## src/rtl/multdiv_pkg.sv

```systemverilog
// multdiv_pkg: shared types and constants for the multdiv datapath
package multdiv_pkg;
    localparam int WIDTH = 32;
    localparam logic [31:0] INT_MIN = 32'h8000_0000;
    typedef enum logic [1:0] {IDLE, RUN, DONE} state_t;
endpackage

```

## src/rtl/div_step.sv

```systemverilog
// div_step: one restoring-division step; a 33-bit trial subtract whose borrow picks restore or keep
module div_step #(
    parameter int WIDTH = 32
) (
    input  logic [WIDTH-1:0] r_in,
    input  logic [WIDTH-1:0] q_in,
    input  logic [WIDTH-1:0] b_abs,
    output logic [WIDTH-1:0] r_out,
    output logic [WIDTH-1:0] q_out
);
    logic [WIDTH:0] trial;
    // shift the next dividend bit into R, trial-subtract |B|, keep the difference unless it borrowed
    always_comb begin
        trial = {r_in, q_in[WIDTH-1]} - {1'b0, b_abs};
        r_out = trial[WIDTH] ? {r_in[WIDTH-2:0], q_in[WIDTH-1]} : trial[WIDTH-1:0];
        q_out = {q_in[WIDTH-2:0], ~trial[WIDTH]};
    end
endmodule

```

## src/rtl/div_32.sv

```systemverilog
// div_32: multicycle signed restoring divider, one quotient bit per clock; DIV_REMAINDER_EN adds data_remainder
module div_32
    import multdiv_pkg::*;
#(
    parameter int WIDTH = multdiv_pkg::WIDTH,
    parameter int CNT_W = $clog2(WIDTH)
) (
    input  logic             clock,
    input  logic             reset,
    input  logic [WIDTH-1:0] data_operandA,
    input  logic [WIDTH-1:0] data_operandB,
    input  logic             ctrl_DIV,
    output logic [WIDTH-1:0] data_result,
    output logic             data_exception,
    output logic             data_resultRDY
`ifdef DIV_REMAINDER_EN
    ,
    output logic [WIDTH-1:0] data_remainder
`endif
);
    localparam logic [WIDTH-1:0] MIN_V = {1'b1, {(WIDTH-1){1'b0}}};
    localparam logic [CNT_W-1:0] LAST = CNT_W'(WIDTH - 1);
    state_t state_q, state_d;
    logic [CNT_W-1:0] cnt_q, cnt_d;
    logic [WIDTH-1:0] r_q, r_d, q_q, q_d, b_q, b_d, res_q, res_d, r_nx, q_nx;
    logic neg_q, neg_d, dz_q, dz_d, ov_q, ov_d, exc_q, exc_d, rdy_q, rdy_d;
`ifdef DIV_REMAINDER_EN
    logic sa_q, sa_d;
    logic [WIDTH-1:0] rem_q, rem_d;
    assign data_remainder = rem_q;
`endif
    assign data_result    = res_q;
    assign data_exception = exc_q;
    assign data_resultRDY = rdy_q;
    div_step #(.WIDTH(WIDTH)) u_step (
        .r_in (r_q),
        .q_in (q_q),
        .b_abs(b_q),
        .r_out(r_nx),
        .q_out(q_nx)
    );
    // state and datapath registers, all cleared by reset
    always_ff @(posedge clock) begin
        if (reset) begin
            state_q <= IDLE;
            cnt_q   <= '0;
            r_q     <= '0;
            q_q     <= '0;
            b_q     <= '0;
            neg_q   <= 1'b0;
            dz_q    <= 1'b0;
            ov_q    <= 1'b0;
            res_q   <= '0;
            exc_q   <= 1'b0;
            rdy_q   <= 1'b0;
`ifdef DIV_REMAINDER_EN
            sa_q    <= 1'b0;
            rem_q   <= '0;
`endif
        end else begin
            state_q <= state_d;
            cnt_q   <= cnt_d;
            r_q     <= r_d;
            q_q     <= q_d;
            b_q     <= b_d;
            neg_q   <= neg_d;
            dz_q    <= dz_d;
            ov_q    <= ov_d;
            res_q   <= res_d;
            exc_q   <= exc_d;
            rdy_q   <= rdy_d;
`ifdef DIV_REMAINDER_EN
            sa_q    <= sa_d;
            rem_q   <= rem_d;
`endif
        end
    end
    // a start strobe always wins, so it also aborts a divide in RUN or DONE
    always_comb begin
        state_d = ctrl_DIV ? RUN :
                  (state_q == RUN && cnt_q == LAST) ? DONE :
                  (state_q == DONE) ? IDLE : state_q;
    end
    // capture operands on start, iterate in RUN, publish sign-corrected results in DONE
    always_comb begin
        cnt_d = cnt_q;
        r_d   = r_q;
        q_d   = q_q;
        b_d   = b_q;
        neg_d = neg_q;
        dz_d  = dz_q;
        ov_d  = ov_q;
        res_d = res_q;
        exc_d = exc_q;
        rdy_d = 1'b0;
`ifdef DIV_REMAINDER_EN
        sa_d  = sa_q;
        rem_d = rem_q;
`endif
        if (ctrl_DIV) begin
            cnt_d = '0;
            r_d   = '0;
            q_d   = data_operandA[WIDTH-1] ? -data_operandA : data_operandA;
            b_d   = data_operandB[WIDTH-1] ? -data_operandB : data_operandB;
            neg_d = data_operandA[WIDTH-1] ^ data_operandB[WIDTH-1];
            dz_d  = data_operandB == '0;
            ov_d  = data_operandA == MIN_V && data_operandB == '1;
`ifdef DIV_REMAINDER_EN
            sa_d  = data_operandA[WIDTH-1];
`endif
        end else if (state_q == RUN) begin
            cnt_d = cnt_q + 1'b1;
            r_d   = r_nx;
            q_d   = q_nx;
        end else if (state_q == DONE) begin
            rdy_d = 1'b1;
            exc_d = dz_q | ov_q;
            res_d = dz_q ? '0 : ov_q ? MIN_V : neg_q ? -q_q : q_q;
`ifdef DIV_REMAINDER_EN
            rem_d = sa_q ? -r_q : r_q;
`endif
        end
    end
endmodule
```

## config.mk

```make
export PLATFORM = sky130hd
export DESIGN_NAME = div_32
export DESIGN_NICKNAME = d
export VERILOG_FILES = /design/src/rtl/multdiv_pkg.sv /design/src/rtl/div_step.sv /design/src/rtl/div_32.sv
export SDC_FILE = /design/constraint.sdc
export NUM_CORES = 1
export LEC_CHECK = 0
export ABC_AREA = 1
export BUFFER_PORTS_ARGS = -buffer_cell sky130_fd_sc_hd__buf_2
export CAP_MARGIN = 20
export CORE_UTILIZATION = 30
export CTS_BUF_LIST = sky130_fd_sc_hd__clkbuf_4 sky130_fd_sc_hd__clkbuf_8 sky130_fd_sc_hd__clkbuf_16
export DETAILED_ROUTE_END_ITERATION = 10
export MAX_ROUTING_LAYER = met4
export PLACE_DENSITY = 0.47
export RECOVER_POWER = 100
export SLEW_MARGIN = 20
export SYNTH_ARGS = -nofsm -noshare
export SYNTH_HDL_FRONTEND = slang
export SYNTH_SLANG_ARGS = --single-unit
```

## constraint.sdc

```tcl
create_clock -name clock -period 2 [get_ports clock]
set_input_delay 0.1 -clock clock [delete_from_list [all_inputs] [get_ports clock]]
set_output_delay 0.1 -clock clock [all_outputs]
set_load 0.1 [all_outputs]
```

== Word-level counts from Yosys, hierarchy flattened ==
Index checks and enable logic that the tools add are counted.

* Add/sub/neg operators: 5
* Multipliers: 0
* Div/mod/pow operators: 0
* Magnitude comparators: 0
* Eq/ne operators: 5
* Shift-type cells: 0
* Mux-type cells: 12
* Bitwise gates (word level): 5
* Reduce and logical (&&, ||, !) cells: 9

{| class="wikitable"
|+ Operator list
! operator !! count
|-
| two-way mux 32 bit || 8
|-
| negation 32 bit || 3
|-
| == test 32 bit, second input constant || 2
|-
| subtractor 33 x 32 -> 33 bit || 1
|-
| logical NOT 32 bit || 1
|-
| adder 5 x 1 -> 5 bit, second input constant || 1
|-
| == test 5 bit, second input constant || 1
|-
| two-way mux 2 bit || 2
|-
| nonzero test 2 bit || 2
|-
| inverter 1 bit || 3
|-
| AND reduction 3 bit || 1
|-
| nonzero test 3 bit || 1
|-
| OR reduction 3 bit || 1
|-
| == test 2 x 1 -> 1 bit, second input constant || 1
|-
| == test 2 bit, second input constant || 1
|-
| logical AND 1 bit || 2
|-
| two-way mux 1 bit || 2
|-
| OR reduction 2 bit || 1
|-
| OR 1 bit || 1
|-
| XOR 1 bit || 1
|}

* Bits in registers: 140
* Latch bits: 0
* RAM bits: 0
* Bits in read-only memories: 0
* Bits of input ports: 67
* Logic and storage cells: 48
* Memories kept: 0

== Logic depth before layout (Yosys ltp) ==
Gate-level depths: netlist of run 1.

* Word-level depth: 4
* Depth in mapped cells: 19

== Modules after synthesis ==
Synthesis of run 1 repeated with hierarchy kept, for this count alone.

* Cells, all modules: 1,970
* Area, all modules: 11,260.8 µm²

{| class="wikitable"
|+ By module, submodules not included
! module !! instances !! cells each !! area an instance (µm²) !! sequential area each (µm²)
|-
| div_32 || 1 || 1,259 || 7,877.6 || 2,802.7
|-
| div_step || 1 || 711 || 3,383.2 || 0.0
|}

== Worst setup path after synthesis of run 1 ==
No wires, ideal clock.

* Path type: flip-flop to flip-flop
* Start: register q_q[31]
* End: register r_q[29]
* Library setup time: 0.133 ns
* Arrival time: 2.037 ns
* Data required time: 1.867 ns
* Path slack: -0.170 ns
* Stages on the path, launching flop included: 19
* Buffers on the path: 1
* Period minus slack after synthesis: 2.170 ns
* Path through: dfxtp_1 > inv_1 > ha_1 > fa_1 > inv_1 > nand2_1 > nand2_1 > nand3_1 > nand2_2 > nand2_2 > nand2_2 > nand2_2 > nand3_1 > nand2_4 > buf_6 > nand2_1 > nand2_1 > nand2_1 > a21oi_2

* Longest elaborated chain between the ends: 2

{| class="wikitable"
|+ RTL lines
! element !! line !! text
|-
| start, declared || div_32.sv:25 || <nowiki>logic [WIDTH-1:0] r_q, r_d, q_q, q_d, b_q, b_d, res_q, res_d, r_nx, q_nx;</nowiki>
|-
| start signal, assigned || div_32.sv:64 || <nowiki>q_q <= q_d;</nowiki>
|-
| subtractor 33 x 32 -> 33 bit || div_step.sv:14 || <nowiki>trial = {r_in, q_in[WIDTH-1]} - {1'b0, b_abs};</nowiki>
|-
| two-way mux 32 bit || div_step.sv:15 || <nowiki>r_out = trial[WIDTH] ? {r_in[WIDTH-2:0], q_in[WIDTH-1]} : trial[WIDTH-1:0];</nowiki>
|-
| end signal, assigned || div_32.sv:63 || <nowiki>r_q <= r_d;</nowiki>
|-
| end, declared || div_32.sv:25 ||
|}

No other way between the ends.
A chain may end at the register's enable or synchronous reset.

== Worst setup path in the final report of run 1 ==
* Start: register q_q[31]
* End: register r_q[24]

Same word-level chain as after synthesis.

==> flow_summary_export.csv, run 1 <==
group,metric,value,unit
clock_tree,max-clock-path-buffers,2,
grt,grt_pass1_wl,63.38,mm
synthesis,synth-simple-area-share,37.64,%
min_path,hold_path_class,"in2reg",
timing,slew_violations,0,
setup_path,r2r-start,"q_q[31]",
timing,tightest_slew,1168,ps
synthesis,synth_top_family_by_area,"simple AND/OR/NAND/NOR gates",
grt,antenna_found_initial,2,
synthesis,netlist_area,10810,um^2
power,power_density,574.9,nW/um^2
grt,grt.overflow.total,0,
detailed_routing,dr_total_vias,12490,
min_path,worstHoldPathCells,3,
cells_and_area,fin_nets,2260,
timing,hold_slack,-3.222,ps
clock_tree,cts_sinks,140,
synthesis,synth_fa_ha_area_share,4.583,%
power,power_leakage,7.067,nW
detailed_routing,first_iter_violations,828,
setup_path,crit_arrival,2550,ps
setup_path,cp.buffers_inverters,4,
timing,fin_worst_skew,10.55,ps
cells_and_area,drive_gt1_share,22.80,%
synthesis,synth-compound-area-share,14.65,%
grt,grt_max_degree,66,
synthesis,avgSynthCellArea,5.762,um^2
floorplanning,num_rows,69,
grt,track_usage,23.01,%
power,irDropWorstVdd,0.6843,mV
detailed_routing,routed_wl,40.90,mm
min_path,min-delay-start,"data_operandB[22]",
setup_path,path_max_fanout,6,
run,cap_violations,0,
synthesis,ys_dominant_reg_cell,"dfxtp_1",
floorplanning,die_h,191.8,um
placed_design,gp_congestion,0.9373,
synthesis,synthTopCellsByArea,"dfxtp_1 26%, nand2_1 21%, inv_1 11%",
detailed_routing,dr.pass1.iters,5,
floorplanning,die_area,36800,um^2
synthesis,async_flop_share,0,%
synthesis,synthCells,1876,
timing,relSlewSlack,22.48,%
timing,hold_viol,1,
grt,grt_pass1_vias,11920,
setup_path,worstSetupStartpoint,"q_q[31]",
detailed_routing,drcViolationCount,0,
clock_tree,htree_levels,4,
synthesis,ys_warn_count,0,
setup_path,max_stage_delay,360,ps
setup_path,end_kind,"register",
outcome,status,"finished, violations left",
clock_tree,insertion_delay,430,ps
outcome,violations,"negative hold slack, negative setup slack",
setup_path,slowest_stage,"fa_2",
floorplanning,core_area,35480,um^2
setup_path,cp_data_required_time,2310,ps
synthesis,synthXorXnorAreaFrac,3.565,%
synthesis,syn_nets,1982,
placed_design,place_ws,-332.7,ps
synthesis,synth-seq-cells,140,
clock_tree,clk_pin_slew_worst_paths,70,ps
synthesis,seq_area_frac_synth,25.93,%
placed_design,placed_area,13130,um^2
floorplanning,pin_count,101,
detailed_routing,ant_nets,0,
setup_path,reg2reg_depth,19,
synthesis,yosysTopAreaCellShare,25.93,%
timing,setup_viol,37,
synthesis,synth_cell_type_count,48,
detailed_routing,vias_per_cell,4.747,
setup_path,crit_type,"reg2reg",
clock_tree,cts-root-buf,"clkbuf_16",
timing,post-route-period-util,111.8,%
clock_tree,tritoncts,"yes",
setup_path,crit_chain,"inv_2, ha_4, fa_2, inv_2, nand2_2, nand2_2, nand3_2, nand2_2, nand2_2, nand2_4, nand2_4, nand2_4, nand2_4, nand2_4, buf_12, buf_12, nand2_2, nand3_1, a21oi_1",
placed_design,dp_hpwl,31.97,mm
placed_design,port_buffers,100,
synthesis,synthMuxAreaShare,0,%
timing,timing.fmax,0.4473,GHz
synthesis,synth_edf_count,0,
floorplanning,start_util,30.47,%
setup_path,cp-start-kind,"register",
floorplanning,die_w,191.8,um
timing,rsz0062_at_grt,"true",
synthesis,synth_area_leader_cell,"dfxtp_1",
setup_path,cp_top_family,"simple AND/OR/NAND/NOR gates",
clock_tree,cts_made_buffers,17,
timing,layout_min_cycle_time,2236,ps
cells_and_area,stdcell_area,14670,um^2
timing,worst_slack,-235.9,ps
cells_and_area,syn2layout_area_growth,35.67,%
setup_path,path_depth,19,
detailed_routing,avgRoutedWirePerCell,15.55,um
sequential cells by signal, indices dropped and copies added, names as in the netlist:
name / flops
data_result: 32
neg_q: 1
data_resultRDY: 1
r_q: 32
ov_q: 1
q_q: 32
state_q: 2
b_q: 32
cnt_q: 5
data_exception: 1
dz_q: 1
logic make-up after synthesis:
logic type,after synthesis
AND/OR/NAND/NOR,976
buffers and inverters,379
AO/OA/AOI/OAI,298
adder cells (fa/ha/maj),39
XOR/XNOR,44
flip-flops,140
worst reg2reg max path: cells and delay by family (launching register included):
| family | cells | cell delay [ps] |
|---|---|---|
| buffers and inverters | 4 | 360 |
| AND/OR/NAND/NOR | 12 | 840 |
| adder cells (fa/ha/maj) | 2 | 520 |
| AO/OA/AOI/OAI | 1 | 60 |
| flip-flops | 1 | 330 |
metal layers:
metal	wire [um]	vias up	part of all wire (%)	GRT usage [%]
li1	-	6479	-	-
met1	18040	5637	44	27.01
met2	19330	296	47	38.02
met4	1832	0	4.5	11.11
met5	0	-	0	-
met3	1701	73	4.2	3.819
layout by cell type, fill, tap and decap left out, types with 39 or more instances in the layout:
cell type / instances
nor2_1: 120
dfxtp_1: 133
nand2_1: 562
a21oi_1: 143
nand2_2: 51
xor2_1: 39
nand3_1: 133
o21ai_0: 105
inv_1: 296
buf_2: 63
buf_4: 182
worst paths after layout:
check	end	slack (ps)
setup / recovery	r_q[24]	-240
hold reg to reg	data_result[30]	460
hold / removal	b_q[22]	-3
setup reg to reg	r_q[24]	-240
synth_stat cells, types with 6 or more instances:
cell / n
a21oi_1: 152
buf_6: 6
clkbuf_1: 48
dfxtp_1: 140
ha_1: 38
inv_1: 312
nand2_1: 610
nand2_2: 10
nand3_1: 146
nand4_1: 20
nor2_1: 131
nor3_1: 26
nor4_1: 10
o21ai_0: 107
o22ai_1: 8
xor2_1: 39
area by class of cell:
class	count	area [um^2]
diodes	2	5.005
clock buffers	21	467.9
clock inverters	11	110.1
fillers	3947	20820
inverters	318	1196
multi-input cells	1357	7207
flip-flops and latches	140	2811
well taps	461	576.8
repair buffers	320	2292
timing repair:
action / in CTS / in global routing
gates resized for setup: 80 / 88
pin swaps: 28 / 31
setup endpoints to repair: 35 / 58
hold buffers: 7 / 1
hold endpoints to repair: 7 / 1
buffers inserted: 16 / 6
cloned: 2 / 1
through the flow:
stage          cells  power, mW  setup TNS, ps  util (%)
2_1_floorplan   1876      4.158          -1544         -
3_3_place_gp    2565      5.083         -10270     37.01
3_5_place_dp    2565      5.079         -10220     37.01
4_1_cts         2621      8.424          -7280     40.50
5_1_grt         2630      8.891         -14490     41.33
6_report        2630      8.432          -7228     41.33
power by group:
part	leakage, nW	switching, mW	internal, mW
logic	5.66	1.36	0.897
clock network	0.266	1.38	1.82
registers	1.15	0.0864	2.89
No activity file was read; power rests on OpenSTA's default activity.
==> inputs of run 2 (changes only) <==
--- a/config.mk
+++ b/config.mk
@@ -6,13 +6,14 @@
 export NUM_CORES = 1
 export LEC_CHECK = 0
 export ABC_AREA = 1
-export BUFFER_PORTS_ARGS = -buffer_cell sky130_fd_sc_hd__buf_2
 export CAP_MARGIN = 20
+export CORE_ASPECT_RATIO = 0.8
 export CORE_UTILIZATION = 30
 export CTS_BUF_LIST = sky130_fd_sc_hd__clkbuf_4 sky130_fd_sc_hd__clkbuf_8 sky130_fd_sc_hd__clkbuf_16
 export DETAILED_ROUTE_END_ITERATION = 10
+export DONT_BUFFER_PORTS = 1
 export MAX_ROUTING_LAYER = met4
-export PLACE_DENSITY = 0.47
+export PLACE_DENSITY = 0.44
 export RECOVER_POWER = 100
 export SLEW_MARGIN = 20
 export SYNTH_ARGS = -nofsm -noshare
==> run 2 against run 1 <==
The flow finishes with violations (negative setup slack); cell count about the same; routed wire length up 3.5%; first-iteration DRC count up 17%; combinational power up 2%; highest routed layer unchanged; cell area up 3.5%; critical path depth unchanged; global-route usage up 0.12 points; largest power group unchanged; fmax down 1.5%; sequential cell count unchanged; sequential share of layout area down 0.68 points; largest cell class unchanged.
==> flow_summary_export.csv, run 2 (synthesis gave the netlist of run 1 again) <==
group,metric,value,unit
detailed_routing,drcViolationCount,0,
timing,setup_viol,33,
detailed_routing,ant_nets,0,
cells_and_area,final_cells,2632,
setup_path,path_max_fanout,6,
detailed_routing,dr.pass1.iters,5,
placed_design,dp_hpwl,32.01,mm
setup_path,crit_chain,"inv_2, ha_4, fa_2, inv_2, nand2_2, nand2_2, nand3_2, nand2_2, nand2_2, nand2_4, nand2_4, nand2_4, nand2_4, nand2_4, buf_12, clkbuf_16, nand2_2, nand3_2, a21oi_1",
floorplanning,start_util,30.79,%
grt,grt_pass1_vias,11600,
timing,fin_worst_skew,8.991,ps
cells_and_area,fin_nets,2252,
power,swShare,33.04,%
clock_tree,clk_pin_slew_worst_paths,60,ps
grt,grt_max_degree,68,
min_path,worstHoldPathCells,4,
floorplanning,die_area,36800,um^2
timing,hold_slack,15.63,ps
power,total_power,8.604,mW
detailed_routing,dr_total_vias,12560,
detailed_routing,first_iter_violations,971,
timing,rsz0062_at_grt,"true",
power,power_leakage,7.270,nW
min_path,hold_path_class,"in2reg",
detailed_routing,avgRoutedWirePerCell,16.09,um
floorplanning,num_rows,61,
clock_tree,cts-root-buf,"clkbuf_16",
setup_path,slowest_stage,"fa_2",
setup_path,cp.buffers_inverters,4,
outcome,status,"finished, violations left",
timing,worst_slack,-270.1,ps
timing,hold_viol,0,
cells_and_area,fillers,3864,
grt,track_usage,23.13,%
timing,slew_violations,0,
timing,timing.fmax,0.4405,GHz
placed_design,gp_congestion,0.9148,
clock_tree,max-clock-path-buffers,2,
clock_tree,cts_made_buffers,17,
setup_path,max_stage_delay,340,ps
floorplanning,die_w,214.2,um
power,power.switching,2.842,mW
setup_path,crit_type,"reg2reg",
clock_tree,tritoncts,"yes",
run,cap_violations,0,
power,seqPwrFrac,34.7,%
detailed_routing,routed_wl,42.35,mm
timing,tightest_slew,787.0,ps
cells_and_area,mostFrequentLayoutCells,"555 x nand2_1, 295 x inv_1, 246 x buf_4, 142 x a21oi_1, 137 x dfxtp_1",
cells_and_area,syn2layout_area_growth,40.39,%
timing,post-route-period-util,113.5,%
setup_path,path_depth,19,
setup_path,cp-start-kind,"register",
floorplanning,die_h,171.8,um
detailed_routing,vias_per_cell,4.772,
cells_and_area,final_util,43.23,%
grt,antenna_found_initial,0,
placed_design,dp_cells,2530,
cells_and_area,drive_gt1_share,22.23,%
cells_and_area,final_common_cell,"nand2_1",
placed_design,port_buffers,0,
floorplanning,core_area,35110,um^2
power,power_density,566.9,nW/um^2
setup_path,reg2reg_depth,19,
power,clkPwrFrac,38.6,%
grt,grt.overflow.total,0,
power,combPwrFrac,26.7,%
setup_path,cp_data_required_time,2310,ps
clock_tree,cts_sinks,140,
clock_tree,htree_levels,4,
setup_path,crit_arrival,2580,ps
setup_path,end_kind,"register",
outcome,violations,"negative setup slack",
setup_path,cp_top_family,"simple AND/OR/NAND/NOR gates",
power,irDropWorstVdd,0.5913,mV
timing,relSlewSlack,47.48,%
grt,grt_pass1_wl,64.53,mm
placed_design,place_ws,-284.6,ps
power,p_int,5.761,mW
floorplanning,pin_count,101,
timing,layout_min_cycle_time,2270,ps
clock_tree,insertion_delay,430,ps
run 2: cell types whose count changed in the layout (fill, tap and decap cells not counted), sizes merged:
cell	delta
bufinv	+1
clkinvlp	-2
diode	-1
buf	-4
dlygate4sd3	+42
clkbuf	-48
inv	+3
run 2: worst reg2reg max path: cells and delay by family (launching register included):
| kind | cells | cell delay (ps) |
|---|---|---|
| DFF | 1 | 330 |
| buffers and inverters | 4 | 400 |
| adders and majority gates | 2 | 490 |
| and+or+nand+nor | 12 | 890 |
| AOI/OAI and AO/OA | 1 | 60 |
run 2: worst paths after layout:
check / startpoint / end / slack [ps]
setup reg to reg: q_q[31] / r_q[15] / -270
setup / recovery: q_q[31] / r_q[15] / -270
hold / removal: data_operandA[1] / q_q[1] / 20
hold reg to reg: data_result[19] / data_result[19] / 470
run 2: routing by layer:
metal / global-route usage [%] / vias to the layer above / routed length, um
li1: - / 6466 / -
met1: 35.79 / 5707 / 23050
met2: 30.93 / 360 / 16310
met3: 3.254 / 27 / 2622
met4: 4.255 / 0 / 368
met5: - / - / 0
run 2: timing repair:
| item | CTS | global route |
|---|---|---|
| endpoints found under the hold margin | 95 | 1 |
| buffers inserted | 8 | 6 |
| setup endpoints to repair | 33 | 45 |
| hold buffers | 51 | 1 |
| pin swaps | 2 | 32 |
| gates cloned | 1 | 4 |
| resized for setup | 47 | 129 |
run 2: metrics by stage:
step           TNS, ps  area (um^2)
2_1_floorplan    -1544        10830
3_3_place_gp     -7408        13060
3_5_place_dp     -8338        13060
4_1_cts          -6572        14560
5_1_grt         -11680        15170
6_report         -7858        15180
run 2: area by class of cell:
cell class                 count  area (um^2)  area share (%)
multi-input combinational   1357         7315           48.19
sequential                   140         2806           18.49
timing repair buffer         312         2659           17.52
inverter                     318         1197           7.890
tap                          472        590.6           3.891
clock buffer                  19        452.9           2.984
clock inverter                13        153.9           1.014
antenna                        1        2.502         0.01649
run 2: power groups by stage:
stage / Clock, mW / Sequential [mW] / Combinational, mW
floorplan: 0 / 3.01 / 1.15
global placement: 0 / 3.03 / 1.93
detailed placement: 0 / 3.04 / 1.93
CTS: 3.38 / 2.97 / 2.15
global route: 3.50 / 2.99 / 2.53
finish: 3.32 / 2.98 / 2.30
==> inputs of run 3 (changes only) <==
--- a/config.mk
+++ b/config.mk
@@ -9,7 +9,7 @@
 export CAP_MARGIN = 20
 export CORE_ASPECT_RATIO = 0.8
 export CORE_UTILIZATION = 30
-export CTS_BUF_LIST = sky130_fd_sc_hd__clkbuf_4 sky130_fd_sc_hd__clkbuf_8 sky130_fd_sc_hd__clkbuf_16
+export CTS_BUF_LIST = sky130_fd_sc_hd__clkbuf_4 sky130_fd_sc_hd__clkbuf_8
 export DETAILED_ROUTE_END_ITERATION = 10
 export DONT_BUFFER_PORTS = 1
 export MAX_ROUTING_LAYER = met4
==> run 3 against run 2 <==
The flow still finishes with violations (negative setup slack); cell count rose by 0.30%; via count is 0.56% higher; sequential cell count unchanged; routed wire length shrank 0.80%; non-clock buffer count up 9; core utilization shrank 1.0 points; worst hold slack improved by 4.4 ps; first-iteration DRC count is 11% lower; total power fell by 9.6%; die area did not move; fmax rose by 0.43%; global-route usage is essentially flat; critical path type unchanged; largest cell class unchanged.
==> flow_summary_export.csv, run 3 (synthesis gave the netlist of run 1 again) <==
group,metric,value,unit
floorplanning,num_rows,61,
cells_and_area,fin_nets,2261,
clock_tree,max-clock-path-buffers,2,
detailed_routing,routed_wl,42.01,mm
outcome,status,"finished, violations left",
timing,worst_slack,-260.4,ps
placed_design,place_ws,-284.6,ps
timing,timing.fmax,0.4424,GHz
grt,grt_pass1_wl,64.69,mm
clock_tree,cts_sinks,140,
grt,track_usage,23.15,%
floorplanning,core_area,35110,um^2
setup_path,rr_endpoint,"r_q[14]",
detailed_routing,dr.pass1.iters,5,
detailed_routing,drcViolationCount,0,
clock_tree,tritoncts,"yes",
floorplanning,die_w,214.2,um
setup_path,r2r-start,"b_q[14]",
clock_tree,cts-root-buf,"clkbuf_8",
setup_path,crit_arrival,2660,ps
floorplanning,start_util,30.79,%
setup_path,path_max_fanout,6,
timing,slew_violations,0,
floorplanning,pin_count,101,
clock_tree,clk_pin_slew_worst_paths,90,ps
cells_and_area,mostFrequentLayoutCells,"568 x nand2_1, 295 x inv_1, 209 x buf_4, 145 x a21oi_1, 139 x dfxtp_1",
detailed_routing,dr_total_vias,12630,
clock_tree,insertion_delay,470,ps
placed_design,dp_hpwl,32.01,mm
min_path,hold_path_class,"in2reg",
cells_and_area,drive_gt1_share,20.71,%
floorplanning,die_h,171.8,um
placed_design,placed_area,13060,um^2
detailed_routing,first_iter_violations,863,
timing,post-route-period-util,113.0,%
setup_path,reg2reg_depth,17,
clock_tree,cts_made_buffers,17,
cells_and_area,diodes,0,
power,irDropWorstVdd,0.4110,mV
timing,rsz0062_at_grt,"true",
grt,grt_pass1_vias,11640,
run,cap_violations,0,
floorplanning,die_area,36800,um^2
setup_path,r2r_slack,-260,ps
grt,grt_max_degree,69,
cells_and_area,syn2layout_area_growth,37.10,%
timing,setup_viol,34,
setup_path,worstSetupStartpoint,"b_q[14]",
grt,antenna_found_initial,0,
power,power_density,524.8,nW/um^2
setup_path,end_kind,"register",
setup_path,endpoint,"r_q[14]",
outcome,violations,"negative setup slack",
detailed_routing,avgRoutedWirePerCell,15.91,um
setup_path,crit_type,"reg2reg",
detailed_routing,vias_per_cell,4.784,
placed_design,gp_congestion,0.9148,
setup_path,cp_data_required_time,2400,ps
detailed_routing,ant_nets,0,
cells_and_area,fillers,3944,
cells_and_area,stdcell_area,14820,um^2
grt,grt.overflow.total,0,
timing,layout_min_cycle_time,2260,ps
placed_design,port_buffers,0,
timing,relSlewSlack,41.86,%
clock_tree,htree_levels,4,
timing,tightest_slew,869.2,ps
timing,fin_worst_skew,15.09,ps
power,power_leakage,7.145,nW
timing,hold_viol,0,
cells_and_area,final_common_cell,"nand2_1",
setup_path,cp-start-kind,"register",
-- run 3: per-layer routing --
metal / share of wire (%) / global-route usage [%] / wire, um / up-vias
met2: 39 / 30.93 / 16200 / 374
met5: 0 / - / 0 / -
met3: 6.5 / 3.431 / 2741 / 30
met4: 0.86 / 3.944 / 363 / 0
met1: 54 / 35.86 / 22710 / 5739
li1: - / - / - / 6487
-- run 3: where the power goes --
| group | internal, mW | switching [mW] | total (mW) | leakage (nW) |
|---|---|---|---|---|
| clock network | 1.21 | 1.28 | 2.48 | 0.204 |
| logic | 0.942 | 1.37 | 2.31 | 5.80 |
| registers | 2.89 | 0.0888 | 2.98 | 1.14 |
| total | 5.04 | 2.74 | 7.78 | 7.14 |
-- run 3: worst min-delay path by stage --
stage,startpoint,endpoint,slack [ps],depth (start not counted)
floorplan,data_operandA[30],q_q[30],240,2
finish,data_operandB[7],ov_q,20,4
global placement,reset,q_q[2],200,1
CTS,data_operandA[21],q_q[21],3,4
global route,data_operandB[7],ov_q,20,4
detailed placement,reset,q_q[2],200,1
-- run 3: timing repair --
action	4_1_cts	5_1_grt
setup endpoints to repair	33	71
buffers inserted	8	4
pin swaps	3	13
endpoints found under the hold margin	107	0
gates cloned	1	2
hold buffers	65	0
gates resized for setup	46	93
-- run 3: area by class of cell --
cell class	instances	area (um^2)	share of cell area [%]
clock inverters	13	153.9	1.038
flip-flops and latches	140	2804	18.92
well taps	472	590.6	3.985
multi-input cells	1357	7156	48.28
inverters	318	1199	8.088
clock buffers	19	261.5	1.764
repair buffers	321	2656	17.92
-- run 3: metrics by stage --
step | instances | total power [mW] | setup TNS, ps | hold slack [ps] | utilization, %
finish | 2640 | 7.778 | -7237 | 19.99 | 42.21
floorplan | 1876 | 4.158 | -1544 | 236.3 | -
CTS | 2636 | 7.707 | -7079 | 2.664 | 41.30
detailed placement | 2530 | 4.966 | -8338 | 200.4 | 37.21
global placement | 2530 | 4.967 | -7408 | 198.2 | 37.21
global route | 2640 | 8.186 | -10950 | 15.54 | 42.21
-- run 3: critical path, stage by stage, from the launching register on --
cell       delay (ps)
dfxtp_1           300
inv_1             180
ha_4              250
nand2_2            90
inv_2              50
nand2_1            70
nand2_1           140
a21oi_4           190
nand2_4            80
nand2_4            90
nand2_4            60
nand2_4            70
nand2_4            70
buf_12            140
clkbuf_16         160
nand2_1            50
nand3_1            60
a21oi_1           140
